`config.mk`:
```
export PLATFORM = sky130hd
export DESIGN_NAME = decryption_router
export DESIGN_NICKNAME = d
export VERILOG_FILES = /design/src/rtl/decryption_pkg.sv /design/src/rtl/decryption_sym_fifo.sv /design/src/rtl/decryption_router.sv
export SDC_FILE = /design/constraint.sdc
export NUM_CORES = 1
export LEC_CHECK = 0
export CELL_PAD_IN_SITES_DETAIL_PLACEMENT = 0
export CELL_PAD_IN_SITES_GLOBAL_PLACEMENT = 1
export CORE_AREA = 2 2 102 144
export DETAILED_ROUTE_END_ITERATION = 8
export DIE_AREA = 0 0 104 146
export PLACE_DENSITY = 0.94
export SETUP_SLACK_MARGIN = 0.1
export SLEW_MARGIN = 5
export SYNTH_ARGS = -nofsm -noshare
export SYNTH_HDL_FRONTEND = slang
export SYNTH_SLANG_ARGS = --single-unit
```
`constraint.sdc`:
```
create_clock -name clk_sys -period 9 [get_ports clk_sys]
set_input_delay 0.9 -clock clk_sys [delete_from_list [all_inputs] [get_ports clk_sys]]
set_output_delay 0.9 -clock clk_sys [all_outputs]
set_load 0.005 [all_outputs]
```
`src/rtl/decryption_pkg.sv`:
```
// -----------------------------------------------------------------------------
// decryption_pkg
// Shared definitions for the decryption router slice:
//   state_e          - router FSM states (IDLE / RUN / DRAIN)
//   TERM_SYM_DEFAULT - default end-of-frame symbol
//   clog2_min1()     - ceil(log2(n)), never smaller than 1 (for select widths)
// -----------------------------------------------------------------------------
package decryption_pkg;

  typedef enum logic [1:0] {
    ST_IDLE  = 2'd0,
    ST_RUN   = 2'd1,
    ST_DRAIN = 2'd2
  } state_e;

  localparam logic [7:0] TERM_SYM_DEFAULT = 8'hFA;

  // Width needed to encode n distinct values, with a floor of one bit.
  function automatic int clog2_min1(input int n);
    int r;
    r = 0;
    for (int i = 0; i < 31; i++) begin
      r = ((32'd1 << i) < 32'(n)) ? (i + 1) : r;
    end
    return (r < 1) ? 1 : r;
  endfunction

endpackage

```
`src/rtl/decryption_sym_fifo.sv`:
```
// -----------------------------------------------------------------------------
// decryption_sym_fifo
// Synchronous symbol FIFO with first-word-fall-through read port.
// Ports:
//   clk_i, rst_i   - clock, asynchronous active-high reset
//   flush_i        - discard all stored symbols (wins over push/pop)
//   push_i, din_i  - write request and data; accepted when not full, or when
//                    a pop happens in the same cycle
//   pop_i          - remove head symbol (ignored when empty)
//   dout_o         - current head symbol
//   full_o, empty_o, count_o - occupancy status
// DEPTH must be a power of two (pointers wrap naturally).
// -----------------------------------------------------------------------------
module decryption_sym_fifo
  import decryption_pkg::*;
#(
  parameter int DW    = 8,
  parameter int DEPTH = 8
) (
  input  logic                           clk_i,
  input  logic                           rst_i,
  input  logic                           flush_i,
  input  logic                           push_i,
  input  logic [DW-1:0]                  din_i,
  input  logic                           pop_i,
  output logic [DW-1:0]                  dout_o,
  output logic                           full_o,
  output logic                           empty_o,
  output logic [clog2_min1(DEPTH):0]     count_o
);

  localparam int AW = clog2_min1(DEPTH);

  logic [DW-1:0] mem_q [DEPTH];
  logic [AW-1:0] wr_q;
  logic [AW-1:0] rd_q;
  logic [AW:0]   cnt_q;

  logic do_push_s;
  logic do_pop_s;

  assign full_o    = (cnt_q == (AW+1)'(DEPTH));
  assign empty_o   = (cnt_q == '0);
  assign count_o   = cnt_q;
  assign dout_o    = mem_q[rd_q];
  assign do_pop_s  = pop_i && !empty_o;
  // A full FIFO can still take a symbol when the head leaves in the same cycle.
  assign do_push_s = push_i && (!full_o || do_pop_s);

  // Storage array write port.
  always_ff @(posedge clk_i) begin
    if (do_push_s) begin
      mem_q[wr_q] <= din_i;
    end
  end

  // Pointer and occupancy bookkeeping.
  always_ff @(posedge clk_i or posedge rst_i) begin
    if (rst_i) begin
      wr_q  <= '0;
      rd_q  <= '0;
      cnt_q <= '0;
    end else if (flush_i) begin
      wr_q  <= '0;
      rd_q  <= '0;
      cnt_q <= '0;
    end else begin
      if (do_push_s) begin
        wr_q <= wr_q + AW'(1);
      end
      if (do_pop_s) begin
        rd_q <= rd_q + AW'(1);
      end
      case ({do_push_s, do_pop_s})
        2'b10:   cnt_q <= cnt_q + (AW+1)'(1);
        2'b01:   cnt_q <= cnt_q - (AW+1)'(1);
        default: cnt_q <= cnt_q;
      endcase
    end
  end

endmodule

```
`src/rtl/decryption_router.sv`:
```
// -----------------------------------------------------------------------------
// decryption_router
// Unpacks MST_DWIDTH-bit master words into SYS_DWIDTH-bit symbols (MSB lane
// first), queues them in a symbol FIFO and dispatches them one at a time to the
// decryption channel latched at frame start. A frame ends when TERM_SYM is
// dispatched; the router then drains and returns to IDLE. Results from the
// selected channel are merged onto data_o/valid_o with one cycle of latency.
// Ports:
//   clk_sys, rst           - clock, asynchronous active-high reset
//   data_i, valid_i, busy  - master word input with backpressure
//   sel                    - channel select, sampled only when a frame starts
//   ch_data_o, ch_valid_o, ch_busy_i - per-channel symbol dispatch
//   ch_data_i, ch_valid_i  - per-channel results
//   data_o, valid_o        - merged result
//   drop_cnt               - saturating count of words offered while busy
//                            (only with DECRYPTION_ROUTER_DROPCNT_EN defined)
// -----------------------------------------------------------------------------
module decryption_router
  import decryption_pkg::*;
#(
  parameter int                        MST_DWIDTH = 32,
  parameter int                        SYS_DWIDTH = 8,
  parameter int                        NUM_CH     = 3,
  parameter int                        FIFO_DEPTH = 8,
  parameter logic [SYS_DWIDTH-1:0]     TERM_SYM   = SYS_DWIDTH'(TERM_SYM_DEFAULT)
) (
  input  logic                           clk_sys,
  input  logic                           rst,
  input  logic [MST_DWIDTH-1:0]          data_i,
  input  logic                           valid_i,
  output logic                           busy,
  input  logic [clog2_min1(NUM_CH)-1:0]  sel,
  output logic [NUM_CH*SYS_DWIDTH-1:0]   ch_data_o,
  output logic [NUM_CH-1:0]              ch_valid_o,
  input  logic [NUM_CH-1:0]              ch_busy_i,
  input  logic [NUM_CH*SYS_DWIDTH-1:0]   ch_data_i,
  input  logic [NUM_CH-1:0]              ch_valid_i,
  output logic [SYS_DWIDTH-1:0]          data_o,
  output logic                           valid_o
`ifdef DECRYPTION_ROUTER_DROPCNT_EN
  ,
  output logic [15:0]                    drop_cnt
`endif
);

  localparam int LANES  = MST_DWIDTH / SYS_DWIDTH;
  localparam int SEL_W  = clog2_min1(NUM_CH);
  localparam int CNT_W  = clog2_min1(FIFO_DEPTH) + 1;
  localparam int LCNT_W = clog2_min1(LANES + 1);

  state_e                        state_q;
  logic [SEL_W-1:0]              sel_q;
  logic [MST_DWIDTH-1:0]         word_q;
  logic [LCNT_W-1:0]             lanes_q;
  logic [NUM_CH*SYS_DWIDTH-1:0]  ch_data_q;
  logic [NUM_CH-1:0]             ch_valid_q;
  logic [SYS_DWIDTH-1:0]         data_q;
  logic                          valid_q;

  logic                          busy_sel_s;
  logic                          res_valid_s;
  logic [SYS_DWIDTH-1:0]         res_data_s;
  logic [SYS_DWIDTH-1:0]         lane_sym_s;
  logic [SYS_DWIDTH-1:0]         fifo_head_s;
  logic                          fifo_full_s;
  logic                          fifo_empty_s;
  logic [CNT_W-1:0]              fifo_count_s;
  logic [CNT_W-1:0]              free_s;
  logic                          pop_s;
  logic                          push_s;
  logic                          term_disp_s;
  logic                          lane_term_s;
  logic                          busy_s;
  logic                          accept_s;

  // Select the latched channel's busy and result signals; an out-of-range
  // sel_q reads as never busy and never producing results.
  always_comb begin
    busy_sel_s  = 1'b0;
    res_valid_s = 1'b0;
    res_data_s  = '0;
    for (int i = 0; i < NUM_CH; i++) begin
      busy_sel_s  = (sel_q == SEL_W'(i)) ? ch_busy_i[i]  : busy_sel_s;
      res_valid_s = (sel_q == SEL_W'(i)) ? ch_valid_i[i] : res_valid_s;
      res_data_s  = (sel_q == SEL_W'(i)) ? ch_data_i[i*SYS_DWIDTH +: SYS_DWIDTH] : res_data_s;
    end
  end

  assign lane_sym_s  = word_q[MST_DWIDTH-1 -: SYS_DWIDTH];
  assign pop_s       = !fifo_empty_s && !busy_sel_s;
  assign term_disp_s = pop_s && (fifo_head_s == TERM_SYM);
  assign push_s      = (lanes_q != '0) && (!fifo_full_s || pop_s);
  assign lane_term_s = push_s && (lane_sym_s == TERM_SYM);
  assign free_s      = CNT_W'(FIFO_DEPTH) - fifo_count_s;
  // Only take a new word when all of its lanes are guaranteed a FIFO slot.
  assign busy_s      = (lanes_q != '0) || (state_q == ST_DRAIN) ||
                       (free_s < CNT_W'(LANES));
  assign accept_s    = valid_i && !busy_s;

  decryption_sym_fifo #(
    .DW    (SYS_DWIDTH),
    .DEPTH (FIFO_DEPTH)
  ) u_fifo (
    .clk_i   (clk_sys),
    .rst_i   (rst),
    .flush_i (term_disp_s),
    .push_i  (push_s),
    .din_i   (lane_sym_s),
    .pop_i   (pop_s),
    .dout_o  (fifo_head_s),
    .full_o  (fifo_full_s),
    .empty_o (fifo_empty_s),
    .count_o (fifo_count_s)
  );

  // Unpack register: load on accept, shift out one lane per push. Lanes after
  // a terminator, and anything still unpacking when the terminator is
  // dispatched, belong past the end of the frame and are dropped.
  always_ff @(posedge clk_sys or posedge rst) begin
    if (rst) begin
      word_q  <= '0;
      lanes_q <= '0;
    end else if (term_disp_s) begin
      lanes_q <= '0;
    end else if (accept_s) begin
      word_q  <= data_i;
      lanes_q <= LCNT_W'(LANES);
    end else if (push_s) begin
      word_q  <= word_q << SYS_DWIDTH;
      lanes_q <= lane_term_s ? '0 : (lanes_q - LCNT_W'(1));
    end
  end

  // Frame FSM with registered dispatch and result outputs.
  always_ff @(posedge clk_sys or posedge rst) begin
    if (rst) begin
      state_q    <= ST_IDLE;
      sel_q      <= '0;
      ch_data_q  <= '0;
      ch_valid_q <= '0;
      data_q     <= '0;
      valid_q    <= 1'b0;
    end else begin
      ch_valid_q <= '0;
      for (int i = 0; i < NUM_CH; i++) begin
        if (pop_s && (sel_q == SEL_W'(i))) begin
          ch_valid_q[i]                              <= 1'b1;
          ch_data_q[i*SYS_DWIDTH +: SYS_DWIDTH]      <= fifo_head_s;
        end
      end
      valid_q <= res_valid_s;
      if (res_valid_s) begin
        data_q <= res_data_s;
      end
      case (state_q)
        ST_IDLE: begin
          if (accept_s) begin
            state_q <= ST_RUN;
            sel_q   <= sel;
          end
        end
        ST_RUN: begin
          if (term_disp_s) begin
            state_q <= ST_DRAIN;
          end
        end
        ST_DRAIN: begin
          if (!busy_sel_s && fifo_empty_s) begin
            state_q <= ST_IDLE;
          end
        end
        default: state_q <= ST_IDLE;
      endcase
    end
  end

`ifdef DECRYPTION_ROUTER_DROPCNT_EN
  logic [15:0] drop_q;

  // Saturating count of words presented while backpressured.
  always_ff @(posedge clk_sys or posedge rst) begin
    if (rst) begin
      drop_q <= 16'h0000;
    end else if (valid_i && busy_s && (drop_q != 16'hFFFF)) begin
      drop_q <= drop_q + 16'd1;
    end
  end

  assign drop_cnt = drop_q;
`endif

  assign busy       = busy_s;
  assign ch_data_o  = ch_data_q;
  assign ch_valid_o = ch_valid_q;
  assign data_o     = data_q;
  assign valid_o    = valid_q;

endmodule

```
# Word-level counts from Yosys, hierarchy flattened
# Memory sizes are Yosys's and may differ from the RTL's.
# Index checks and enable logic that the tools add are counted.
[word_totals]
ff_bits = 85
ram_bits = 64
inputBits = 67
output_inout_bits = 37
n_memories = 1
[memory_table]
columns = ["name", "words", "word_bits", "rd", "rd_clocked_by_memory_dff", "wr", "line_no", "rtl"]
rows = [
  ["u_fifo.mem_q", 8, 8, 1, 0, 1, "decryption_sym_fifo.sv:34", "logic [DW-1:0] mem_q [DEPTH];"],
]
[op_classes]
add_sub_neg = 6
n_lt_le_gt_ge = 1
n_eq_ne = 12
mux = 30
bitwise_logic = 1
reduce_logical = 31
[ops]
columns = ["cell", "count"]
rows = [
  ["$mux W32", 2],
  ["$mux W3", 8],
  ["$mux W8", 3],
  ["$eq A8 B8 Y1 const B", 2],
  ["$logic_and A1 B1 Y1", 11],
  ["$mux W1", 11],
  ["$reduce_bool A3 Y1", 3],
  ["$pmux W4 S2", 1],
  ["$add A3 B1 Y3 const B", 2],
  ["$eq A2 B1 Y1 const B", 3],
  ["$eq A2 B2 Y1 const B", 3],
  ["$mux W2", 3],
  ["$pmux W2 S3", 1],
  ["$reduce_bool A2 Y1", 3],
  ["$add A4 B1 Y4 const B", 1],
  ["$eq A4 B4 Y1 const B", 1],
  ["$logic_not A1 Y1", 4],
  ["$logic_not A2 Y1", 2],
  ["$logic_not A4 Y1", 1],
  ["$logic_or A1 B1 Y1", 4],
  ["$lt A4 B3 Y1 const B", 1],
  ["$mux W4", 1],
  ["$ne A2 B2 Y1 const B", 2],
  ["$reduce_and A2 Y1", 2],
  ["other kinds (6)", 6],
]

# Depth between registers and ports, before layout
[depth]
ltp_word = 13
mapped_depth = 12

# Hierarchy
# From an unflattened synthesis, not the netlist that was laid out.
[unflattened]
hier_cells = 551
hier_area_um2 = 7325.8
[modules_own_cells]
columns = ["module", "n_inst", "cells_per_inst", "area_each_um2", "seq_area_each_um2"]
rows = [
  ["decryption_router", 1, 381, 4145.2, 1876.8],
  ["decryption_sym_fifo", 1, 170, 3180.6, 2172.1],
]

# Least setup slack after synthesis
# OpenSTA, ideal clock, no wires.
[synth_path]
path_type = "in2reg"
from = "input port ch_busy_i[2]"
to = "memory u_fifo.mem_q[1][0], enable pin"
t_arrival_ns = 2.693
required_ns = 8.602
slack_ns = 5.909
stages = 5
n_path_buf = 1
cell_sequence = "mux2i_1 o22a_1 o21ai_0 clkbuf_1 nor4b_1"
[synth_between]
elab_chain_cells = 8
elab_cells_between_ends = 10
[synth_rtl]
columns = ["item", "line_no", "rtl"]
rows = [
  ["from (decl)", "decryption_router.sv:35", "input logic [NUM_CH-1:0] ch_busy_i,"],
  ["$mux W1 *", "decryption_router.sv:83", "busy_sel_s = (sel_q == SEL_W'(i)) ? ch_busy_i[i] : busy_sel_s;"],
  ["$logic_not A1 Y1 *", "decryption_router.sv:90", "assign pop_s = !fifo_empty_s && !busy_sel_s;"],
  ["$logic_and A1 B1 Y1 *", "decryption_router.sv:90", ""],
  ["$logic_or A1 B1 Y1 / $logic_and A1 B1 Y1 (equally long branches)", "decryption_router.sv:92, decryption_sym_fifo.sv:46", ""],
  ["$logic_and A1 B1 Y1 / $logic_or A1 B1 Y1 (equally long branches)", "decryption_router.sv:92, decryption_sym_fifo.sv:48", ""],
  ["$logic_and A1 B1 Y1 *", "decryption_sym_fifo.sv:48", "assign do_push_s = push_i && (!full_o || do_pop_s);"],
  ["$mux W1 *", "decryption_sym_fifo.sv:52", "if (do_push_s) begin"],
  ["$mux W1 (not written as such) *", "decryption_sym_fifo.sv:53", "mem_q[wr_q] <= din_i;"],
  ["to (decl)", "decryption_sym_fifo.sv:34", ""],
]
# Mark *: on every way between the ends. The rest lies on a longest branch, timed or not.

# Worst setup path in the final report
[layout_path]
from = "register u_fifo.rd_q[1]"
to = "register word_q[17]"
[layout_between]
elab_chain_cells = 5
[layout_rtl]
columns = ["item", "line_no", "rtl"]
rows = [
  ["from (decl)", "decryption_sym_fifo.sv:36", "logic [AW-1:0] rd_q;"],
  ["from (signal assigned)", "decryption_sym_fifo.sv:72", "rd_q <= rd_q + AW'(1);"],
  ["$mem_v2 Z8 W8", "n/a", ""],
  ["$eq A8 B8 Y1", "decryption_router.sv:91", "assign term_disp_s = pop_s && (fifo_head_s == TERM_SYM);"],
  ["$logic_and A1 B1 Y1", "decryption_router.sv:91", ""],
  ["$not A1 Y1 (no line)", "n/a", ""],
  ["$reduce_and A2 Y1 (no line)", "n/a", ""],
  ["to (signal assigned)", "decryption_router.sv:126", "word_q <= data_i;"],
  ["to (signal assigned)", "decryption_router.sv:129", "word_q <= word_q << SYS_DWIDTH;"],
  ["to (decl)", "decryption_router.sv:53", "logic [MST_DWIDTH-1:0] word_q;"],
]
# Every way passes these cells.
# A chain may end at the register's enable or synchronous reset.

==> key figures <==
Clock tree
  – Total setup buffers inserted after CTS: 0
  – Clock tree from TritonCTS: built
  – Clock insertion delay at the later pin of the skew report: 0.42 ns
  – Number of buffers inserted for hold repair after clock tree synthesis: 0
  – Number of resized instances in the post-cts repair step: 0
  – Clock sinks: between 100 and 150
  – Clock H-tree levels: 4
  – Clock transition at path regs: roughly 0.060 ns
  – Buffers from clock root to sink, at most: 2
  – Clock Root Buffer: clkbuf_16
  – Clock buffers created by TritonCTS: 17

Synthesis
  – Sequential area share after synthesis: 0.619
  – Most used DFF post-synth: dfrtp_1
  – Post-synthesis adder-cell area fraction: 0.0145
  – Mean post-synth cell area: 14.6 µm²
  – Number of synthesized register bits: 149
  – Combinational family with the most area after synthesis: multiplexers
  – Synthesized instance count: 447
  – Number of enable flip-flop cells after synthesis: 64
  – XOR/XNOR share of the synthesized area: 0.00401
  – Ys Warns: 0
  – Nets in the synthesized netlist: around 520
  – Number of library cell types mapped by synthesis: 52
  – Proportion of synthesized flip-flops having asynchronous set or reset: 0.570
  – Area fraction in and, or, nand and nor cells after synthesis: 0.0627
  – Area fraction in compound gates after synthesis: 0.0547
  – Multiplexer share of the synthesized area: 0.215
  – Mapped cell area: roughly 0.0065 mm²

Global routing
  – Initial antenna violation count: 0
  – Maximum number of pins on one net before global-route repair: 86
  – Congestion Overflow GR: 0
  – Number of global-route vias before repair: approximately 4200
  – All-layer global routing usage: 0.185
  – Global-route wire length before repair: between 20 and 25 mm

Pwr
  – Leak: around 3.3 nW
  – Worst IR Drop VDD: roughly 0.17 mV
  – Pwr dens: around 360 mW/mm²

Worst setup path
  – Cell-by-cell trace of the critical path: mux4_1 -> mux2_2 -> and4b_1 -> a32oi_4 -> mux2_2
  – CP Max Fanout: 32
  – Launching element type of the critical path: flop
  – Count of buffer and inverter cells on the critical path: 0
  – CP dominant cell by count: mux2_2
  – CP Depth: 5
  – Kind of capture point of the worst setup path: flop
  – Register-to-Register Setup Slack: 5.23 ns
  – Data arrival time of the critical path: a little over 4 ns
  – Crit path required time: a little over 9 ns
  – Launching point of the worst reg2reg path: u_fifo.rd_q[1]$_DFFE_PP0P_
  – Max stage delay on crit path: 1.00 ns
  – Worst reg2reg path depth: 5
  – Slowest cell on the critical path: dfrtp_1
  – Reg2Reg Capture Point: word_q[17]$_DFFE_PP0P_
  – Largest delay share family, worst path: multiplexers
  – Startpoint-to-endpoint class of the critical path: flop to flop

Run
  – Total of max-cap violations: 0

Final layout
  – Area used by sequential logic in the layout: just over 0.004 mm²
  – Total number of nets in the final design: between 600 and 700
  – Most frequent cells in the layout: 103 x clkdlybuf4s50_1, 85 x dfrtp_1, 80 x mux2_2
  – Share of post-route cells with drive strength above 1: 0.241
  – Utilization after layout: 0.608
  – Antenna Cells: 0
  – Signed area change from the synthesized netlist to the final layout: 27.9%
  – Number of fill cells: around 1000
  – Most frequent standard cell in the layout excluding fill and tap cells: clkdlybuf4s50_1
  – Multi-input gate area in the final layout: ~0.0023 mm²

Placement
  – Number of buffer cells added on primary ports: 103
  – Placer congestion estimate: just over 0.8
  – Worst-case setup slack after placement: 5.21 ns
  – Hpwl dp: about 9.1 mm

Timing
  – Fraction of the cycle the final worst path needs: 0.419
  – Final setup TNS: 0 ns
  – Unrepaired setup endpoints after global routing: no
  – Number of hold violations in the final report: 0
  – Clock skew after layout: 0.0117 ns
  – Final setup violation count: 0
  – Time the worst path needs with I/O delays and setup: about 3.8 ns
  – Worst max-slew margin expressed relative to the limit: 0.121
  – Pins Over Slew Limit: 0
  – Pin slew with the least headroom to its limit: between 1 and 1.5 ns
  – Final Worst Setup Slack: 5.23 ns
  – Achievable frequency: 265 MHz

Floorplan
  – Starting utilization of the core area: 0.475
  – Total I/O pin count: ~100
  – Core outline area: between 0.01 and 0.015 mm²
  – Width of the die: 104 µm
  – Site Rows: just over 50
  – Floorplan die area: roughly 0.015 mm²
  – Die height: 146 µm

Detailed routing
  – Detailed-route vias per instance: about 5.4
  – Detailed Routing Iterations Pass 1: 4
  – # DRC: 0
  – Remaining antenna violation count after routing: 0
  – Detailed-route via count: 4030
  – Post-DR wirelength/cell: about 18 µm
  – Iteration-0 DRC count of the detailed router: between 100 and 150
  – Aggregate routed wire length: 13.4 mm

Min path
  – Hold Crit Start: state_q[1]$_DFFE_PP0P_
  – Min-Delay Endpoint: state_q[0]$_DFFE_PP0P_
  – Class of the most critical hold timing path: flop to flop
  – Worst hold path stage count: 1

Outcome
  – Result of the run: completed
## cell families after synthesis
| family | after synthesis |
|---|---|
| mux | 108 |
| buf+inv | 43 |
| flops | 149 |
| xor+xnor | 3 |
| compound gates | 54 |
| simple gates | 83 |
| fa+ha+maj | 7 |
## per-layer routing
layer	wire (µm)	global-route usage
met4	123	0.0689
met2	7130	0.322
met1	5480	0.225
met3	713	0.0408
met5	0	0
## cell type report
cell class	instances	share of cell area
flip-flops and latches	149	0.483
multi-input cells	255	0.275
inverters	18	0.00822
well taps	185	0.0276
repair buffers	110	0.129
clock inverters	14	0.0251
clock buffers	18	0.0512
## report_power, final
part / switching (mW) / internal, mW
Clock: 0.268 / 0.490
Sequential: 0.208 / 0.980
Combinational: 0.456 / 0.608
## flip-flops by register name (all words and copies together), names as in the netlist
register / flops
u_fifo.mem_q: 64
word_q: 32
ch_data_o: 24
data_o: 8
u_fifo.count_o: 4
ch_valid_o: 3
lanes_q: 3
u_fifo.rd_q: 3
u_fifo.wr_q: 3
sel_q: 2
state_q: 2
valid_o: 1
## how the worst max path moves through the flow
stage | start | end | slack (ns)
global placement | u_fifo.rd_q[1]$_DFFE_PP0P_ | word_q[17]$_DFFE_PP0P_ | 5.35
detailed placement | ch_busy_i[2] | u_fifo.mem_q[5][3]$_DFFE_PP_ | 5.21
global route | u_fifo.rd_q[1]$_DFFE_PP0P_ | word_q[17]$_DFFE_PP0P_ | 4.99
CTS | u_fifo.rd_q[1]$_DFFE_PP0P_ | word_q[17]$_DFFE_PP0P_ | 5.16
floorplan | rst | ch_data_o[0]$_DFFE_PP0P_ | 5.91
finish | u_fifo.rd_q[1]$_DFFE_PP0P_ | word_q[17]$_DFFE_PP0P_ | 5.23
## worst register-to-register path, stage by stage (launching register included)
cell	delay, ns
dfrtp_1	1.00
mux4_1	0.68
mux2_2	0.33
and4b_1	0.24
a32oi_4	0.96
mux2_2	0.44
## metrics by stage
step / instance area (µm²) / hold slack, ns / std cells / power (mW)
after floorplan: 6550 / 0.427 / 447 / 1.87
after global placement: 7730 / 0.439 / 717 / 2.19
after detailed placement: 7730 / 0.455 / 717 / 2.26
after CTS: 8370 / 0.461 / 749 / 3.04
after global routing: 8370 / 0.499 / 749 / 3.18
final: 8370 / 0.462 / 749 / 3.01
## Yosys cell counts, types with 3 or more instances
master    count  area share
or3_1         4      0.0038
nor3b_1       3      0.0034
buf_6         4      0.0069
nor2_1       25       0.014
clkbuf_1     14      0.0080
nand3_1       3      0.0023
a211oi_1      4      0.0046
mux2_2       80        0.14
nor3_1        6      0.0046
mux2i_1      10       0.015
mux4_1        4       0.016
a21oi_1      22       0.017
buf_2         4      0.0031
ha_1          6       0.011
mux4_2       12       0.041
o22ai_1       9      0.0086
nand2_1      25       0.014
edfxtp_1     64        0.29
inv_1        18       0.010
o21ai_0       5      0.0038
dfrtp_1      85        0.32
(Power assumes the default switching activity.)
